File: src/rtl/fa_serial_sched.sv
// Serial add scheduler: two requesters share one external 1-bit full-adder
// cell. A round-robin arbiter picks a request, operands are streamed through
// the cell LSB-first one bit per clock, and the result is returned on a
// valid/ready response port.
//
// state | meaning
// IDLE  | waiting for a request; reqN_ready driven from the arbiter
// RUN   | streaming operand bits through the FA cell, WIDTH cycles
// DONE  | result presented on rsp_*, held until rsp_ready
module fa_serial_sched #(
   parameter int WIDTH = 8
) (
   input  logic             clk,
   input  logic             rst,
   input  logic             req0_valid,
   output logic             req0_ready,
   input  logic [WIDTH-1:0] req0_a,
   input  logic [WIDTH-1:0] req0_b,
   input  logic             req0_cin,
   input  logic             req1_valid,
   output logic             req1_ready,
   input  logic [WIDTH-1:0] req1_a,
   input  logic [WIDTH-1:0] req1_b,
   input  logic             req1_cin,
   output logic             fa_a,
   output logic             fa_b,
   output logic             fa_cin,
   input  logic             fa_sum,
   input  logic             fa_carry,
   output logic             rsp_valid,
   input  logic             rsp_ready,
   output logic [WIDTH-1:0] rsp_sum,
   output logic             rsp_cout,
   output logic             rsp_id,
   output logic             busy
);

   localparam int CW = $clog2(WIDTH + 1);
   localparam logic [CW-1:0] CNT_LAST = CW'(WIDTH - 1);

   localparam logic [1:0] S_IDLE = 2'd0;
   localparam logic [1:0] S_RUN  = 2'd1;
   localparam logic [1:0] S_DONE = 2'd2;

   logic [1:0]       state_q, state_d;
   logic             last_grant_q, last_grant_d;
   logic [WIDTH-1:0] op_a_q, op_a_d;
   logic [WIDTH-1:0] op_b_q, op_b_d;
   logic [WIDTH-1:0] sum_q, sum_d;
   logic             carry_q, carry_d;
   logic             id_q, id_d;
   logic [CW-1:0]    cnt_q, cnt_d;

   logic grant0, grant1;
   logic in_idle, in_run, in_done;

   assign in_idle = (state_q == S_IDLE);
   assign in_run  = (state_q == S_RUN);
   assign in_done = (state_q == S_DONE);

   // Round-robin grant: a lone requester wins; on a tie the one not served last wins
   always_comb begin
      grant0 = req0_valid & (~req1_valid | last_grant_q);
      grant1 = req1_valid & (~req0_valid | ~last_grant_q);
   end

   // Ready is masked during reset so no request appears accepted on a reset edge
   assign req0_ready = in_idle & ~rst & grant0;
   assign req1_ready = in_idle & ~rst & grant1;

   assign fa_a   = in_run & op_a_q[0];
   assign fa_b   = in_run & op_b_q[0];
   assign fa_cin = in_run & carry_q;

   assign rsp_valid = in_done;
   assign rsp_sum   = in_done ? sum_q : '0;
   assign rsp_cout  = in_done & carry_q;
   assign rsp_id    = in_done & id_q;
   assign busy      = in_run | in_done;

   // Next-state and datapath: load on accept, shift one bit per RUN cycle
   always_comb begin
      state_d      = state_q;
      last_grant_d = last_grant_q;
      op_a_d       = op_a_q;
      op_b_d       = op_b_q;
      sum_d        = sum_q;
      carry_d      = carry_q;
      id_d         = id_q;
      cnt_d        = cnt_q;
      case (state_q)
         S_IDLE: begin
            if (req0_ready | req1_ready) begin
               op_a_d       = req1_ready ? req1_a   : req0_a;
               op_b_d       = req1_ready ? req1_b   : req0_b;
               carry_d      = req1_ready ? req1_cin : req0_cin;
               id_d         = req1_ready;
               last_grant_d = req1_ready;
               cnt_d        = '0;
               sum_d        = '0;
               state_d      = S_RUN;
            end
         end
         S_RUN: begin
            // sum bits enter at the MSB so after WIDTH shifts bit 0 lands at index 0
            for (int i = 0; i < WIDTH - 1; i++) begin
               sum_d[i] = sum_q[i+1];
            end
            sum_d[WIDTH-1] = fa_sum;
            carry_d        = fa_carry;
            op_a_d         = op_a_q >> 1;
            op_b_d         = op_b_q >> 1;
            cnt_d          = cnt_q + CW'(1);
            if (cnt_q == CNT_LAST) begin
               state_d = S_DONE;
            end
         end
         S_DONE: begin
            if (rsp_ready) begin
               state_d = S_IDLE;
            end
         end
         default: state_d = S_IDLE;
      endcase
   end

   // State registers with synchronous reset; tie-break favours req0 after reset
   always_ff @(posedge clk) begin
      if (rst) begin
         state_q      <= S_IDLE;
         last_grant_q <= 1'b1;
         op_a_q       <= '0;
         op_b_q       <= '0;
         sum_q        <= '0;
         carry_q      <= 1'b0;
         id_q         <= 1'b0;
         cnt_q        <= '0;
      end else begin
         state_q      <= state_d;
         last_grant_q <= last_grant_d;
         op_a_q       <= op_a_d;
         op_b_q       <= op_b_d;
         sum_q        <= sum_d;
         carry_q      <= carry_d;
         id_q         <= id_d;
         cnt_q        <= cnt_d;
      end
   end

endmodule

File: config.mk
export PLATFORM = sky130hd
export DESIGN_NAME = fa_serial_sched
export DESIGN_NICKNAME = d
export VERILOG_FILES = /design/src/rtl/fa_serial_sched.sv
export SDC_FILE = /design/constraint.sdc
export NUM_CORES = 1
export LEC_CHECK = 0
export BUFFER_PORTS_ARGS = -buffer_cell sky130_fd_sc_hd__buf_2
export CORE_ASPECT_RATIO = 0.75
export CORE_UTILIZATION = 50
export DETAILED_ROUTE_END_ITERATION = 8
export GPL_ROUTABILITY_DRIVEN = 0
export GPL_TIMING_DRIVEN = 0
export PLACE_DENSITY = 0.86
export SYNTH_ARGS = -nofsm -noshare
export SYNTH_HDL_FRONTEND = slang
export SYNTH_SLANG_ARGS = --single-unit
File: constraint.sdc
create_clock -name clk -period 2 [get_ports clk]
set_clock_uncertainty 0.1 [all_clocks]
set_input_delay 0.4 -clock clk [delete_from_list [all_inputs] [get_ports clk]]
set_output_delay 0.4 -clock clk [all_outputs]
set_load 0.005 [all_outputs]
After elaboration in Yosys (flattened, before gate mapping)
Cells that the tools add are included.

Register bits: 33. Input bits: 41. Output and inout bits: 17. Logic and storage cells: 56.

$add $sub $neg: 1. Equal/unequal tests: 6. Multiplexer cells: 18. Bitwise logic cells: 18. Reductions and logical operators: 5.

Operators by type and width (number): 8-bit 2-to-1 mux (6); 8-bit case mux with 2 select lines (3); 1-bit bitwise AND (10); 4-bit case mux with 2 select lines (1); 2-bit 2-to-1 mux (3); 2-bit case mux with 3 select lines (1); 4-bit by 1-bit adder with 4-bit output, second input constant (1); 4-bit by 3-bit == test with 1-bit output, second input constant (1); 4-bit 2-to-1 mux (1); 2-bit by 1-bit inequality test with 1-bit output, second input constant (2); 1-bit NOT (4); 1-bit bitwise OR (4); 2-bit AND reduction (2); 3-bit AND reduction (1); 2-bit by 1-bit == test with 1-bit output, second input constant (1); 2-bit == test, second input constant (1); 2-bit zero test (1); 1-bit 2-to-1 mux (2); 2-bit inequality test, second input constant (1); 1-bit case mux with 2 select lines (1); 2-bit nonzero test (1).

Depth between registers and ports, before layout
Depth in word-level cells: 7. Depth in mapped cells: 8. Depth with buffers taken out: 7.

Least setup slack after synthesis
OpenSTA, ideal clock, no wires.

Path kind: register to register. Start point: register state_q[0]. End point: register state_q[0]. Setup time: 0.128 ns. Arrival: 1.497 ns. Data required time: 1.772 ns. Slack: 0.276 ns. Cell stages (with the launch flop): 7. Buffers on the path: 1. Clock period less this slack: 1.724 ns. Path through: dfxtp_1 inv_1 ha_1 buf_4 a222oi_1 mux2i_1 nor2_1.

Longest elaborated chain between the ends: 6.

RTL lines: from (decl) (RTL line 45) `logic [1:0] state_q, state_d;`; from (signal assigned) (RTL line 139) `state_q <= state_d;`; 2-bit zero test (RTL line 57, 91); 1-bit bitwise AND (RTL line 68, 69); 1-bit bitwise AND (on tied branches) (RTL line 68, 69); 1-bit bitwise OR (RTL line 93) `if (req0_ready | req1_ready) begin`; 2-bit by 1-bit inequality test with 1-bit output (no line); 3-bit AND reduction (no line).

Parallel ways exist; a longest one is shown, timed or not. A chain may end at the register's enable or synchronous reset.

Worst setup path in the final report
Start point: register state_q[1]. End point: output fa_b.

Longest elaborated chain between the ends: 2.

RTL lines: 2-bit by 1-bit == test with 1-bit output (RTL line 58) `assign in_run = (state_q == S_RUN);`; 1-bit bitwise AND (RTL line 72) `assign fa_b = in_run & op_b_q[0];`; to (decl) (RTL line 26) `output logic fa_b,`.

Every way passes these cells.

==> flow_summary.json <==
{
  "outcome": "finished, final reports clean",
  "syn_nets": 252,
  "ir_worst_vdd_uv": 817,
  "floorplan.core_area_um2": 3330,
  "stdcell_area_um2": 2320,
  "timing_worst_slew_pin_value_ps": 489,
  "port_buffers": 57,
  "cts_tree": "built",
  "num_antenna_cells": 0,
  "synthDistinctLibCells": 33,
  "setup-violations-final": 0,
  "total_global_route_track_usage_pct": 23.1,
  "worst_slew_margin_rel_pct": 67.4,
  "final-hold-violation-count": 0,
  "clock_path_buffers": 2,
  "synth.cell_area_um2": 1770,
  "holdCritPathClass": "in -> reg",
  "layout-drive-gt1-share_pct": 33.7,
  "synth.ff_latch_count": 33,
  "period_share_pct": 98.5,
  "post-dp-hpwl_um": 3050,
  "latest_clock_arrival_within_the_worst_skew_pair_ps": 290,
  "std_cell_rows": 18,
  "grt_antenna_before_repair": 0,
  "worstPathRequired_ps": 1500,
  "yosysSeqAreaShare_pct": 37.2,
  "synthesis.instances": 205,
  "maxCapViolations": 0,
  "antenna_left": 0,
  "die_h_um": 53.6,
  "cellPowerDensity_nw_per_um2": 1290,
  "wl_per_cell_um": 14.3,
  "layout.nets": 322,
  "cts_root_buffer": "clkbuf_8",
  "slew_viol_final": 0,
  "leakage_nw": 1.02,
  "critPathLaunchType": "flop",
  "floorplan.die_area_um2": 3790,
  "via_per_inst": 5.66,
  "htree_num_levels": 2,
  "worst_case_setup_margin_in_the_final_layout_ps": 30.6,
  "worstSetupEndpointType": "output pin",
  "grt_pass1_vias": 1459,
  "drc": 0,
  "wl_um": 4510,
  "syn_to_final_growth_pct": 30.7,
  "ioPinCount": 58,
  "unrepaired_setup_endpoints_after_global_routing": "yes",
  "synthesized_area_per_cell_um2": 8.65,
  "ctsHoldBuffers": 0,
  "critical_path_arrival_ps": 1470,
  "clkTransAtPathRegs_ps": 70,
  "post-route-min-period_ps": 1970,
  "dpl-instance-area_um2": 2110,
  "cts_buffers": 5,
  "clock_sink_count": 33,
  "final_common_cell": "buf_2",
  "fin_setup_tns_ps": 0,
  "fp.dieW_um": 70.8,
  "grt_first_pass_wirelength_um": 6700,
  "timing.fmax_mhz": 508,
  "detailedRoute.firstPassIterationCount": 6,
  "total_congestion_overflow": 0,
  "start_util_pct": 53.2,
  "drt-initial-drc-count": 139,
  "timing.critical_path.fanout_max": 10,
  "top_library_cells_by_usage_in_the_layout_fill_and_taps_aside": "58 x buf_2, 32 x nor2_1, 32 x dfxtp_1",
  "yosys_warnings": 0,
  "worstSetupPathType": "reg -> out",
  "dpl_worst_slack_ps": -3.53,
  "pin_count_of_the_biggest_net_entering_global_routing": 17,
  "number_of_vias_in_the_routed_layout": 1789
}
report_power, final:
part	switching, W	internal [W]	total, W
logic	0.000766	0.000604	0.00137
registers	0.000112	0.000845	0.000957
clock network	0.000254	0.000406	0.000660
through the flow:
stage | total power [W] | utilization (%) | hold slack, ps | cells
final | 0.00299 | 69.6 | 263 | 316
after global routing | 0.00318 | 69.6 | 285 | 316
after CTS | 0.00286 | 67.3 | 276 | 310
after detailed placement | 0.00219 | 63.3 | 352 | 302
after global placement | 0.00215 | 63.3 | 349 | 302
after floorplan | 0.00187 | - | 333 | 205
layer usage:
layer  global-route usage (%)  vias to the layer above  part of all wire (%)
met5                        0                        -                     0
met4                     8.67                        0                   1.7
met3                     5.06                        7                   7.1
met2                     37.0                       80                    44
met1                     31.2                      819                    47
li1                         -                      883                     -
worst paths after layout:
kind	slack [ps]	cells past startpoint	from	end
worst max register to register	40	8	state_q[1]	op_a_q[1]
worst max-delay path	30	5	state_q[1]	fa_b
worst min register to register	380	2	id_q	id_q
worst min-delay path	260	3	fa_sum	sum_q[7]
worst max-delay path, stage by stage, from the launching register on:
cell	delay (ps)
dfxtp_1	380
inv_2	80
ha_2	220
clkbuf_4	200
and2_1	180
buf_2	120
sequential cells by signal, summed over array words and instances, names as in the netlist:
register	count
sum_q	8
state_q	2
carry_q	1
op_b_q	8
last_grant_q	1
id_q	1
cnt_q	4
op_a_q	8
kinds of logic (layout without fill, tap and decap cells):
| logic type | Yosys count | after routing | share of synthesized area, % |
|---|---|---|---|
| flops | 33 | 33 | 37.2 |
| xor+xnor | 2 | 2 | 0.987 |
| simple gates | 85 | 85 | 27.5 |
| buf+inv | 21 | 92 | 5.50 |
| fa+ha+maj | 6 | 6 | 4.23 |
| mux | 5 | 5 | 2.82 |
| compound gates | 53 | 53 | 21.7 |
what timing repair did:
| item | in CTS | in global routing |
|---|---|---|
| gates cloned | 0 | 0 |
| endpoints found under the setup margin | 16 | 27 |
| gates resized for setup | 8 | 12 |
| buffers inserted | 1 | 6 |
| pin swaps | 1 | 2 |
cell usage after synthesis, drive strengths merged:
library cell,instances,share of area [%]
a211oi,2,0.85
a21boi,1,0.63
a21o,2,0.92
a21oi,18,5.3
a222oi,1,0.56
a22oi,9,3.8
a311oi,15,7.4
a31oi,1,0.35
and2,13,4.6
buf,6,2.3
clkbuf,9,1.9
dfxtp,33,37
ha,6,4.2
inv,6,1.3
mux2i,5,2.8
nand2,3,0.63
nand2b,1,0.35
nand3,2,0.85
nand3b,31,13
nor2,33,7.1
nor2b,1,0.49
o21ai,1,0.28
o21bai,1,0.63
o2bb2ai,2,0.99
or2,1,0.35
xnor2,2,0.99
cell type report:
cell class                      instances  area (um^2)
Inverter                                6         35.0
Timing Repair Buffer                   64          338
Sequential cell                        33          662
Clock buffer                            7         86.3
Multi-Input combinational cell        151         1040
Fill cell                             267         1010
Clock inverter                          1         30.0
Buffer                                 14         73.8
Tap cell                               40         50.0
(Power assumes the default switching activity.)
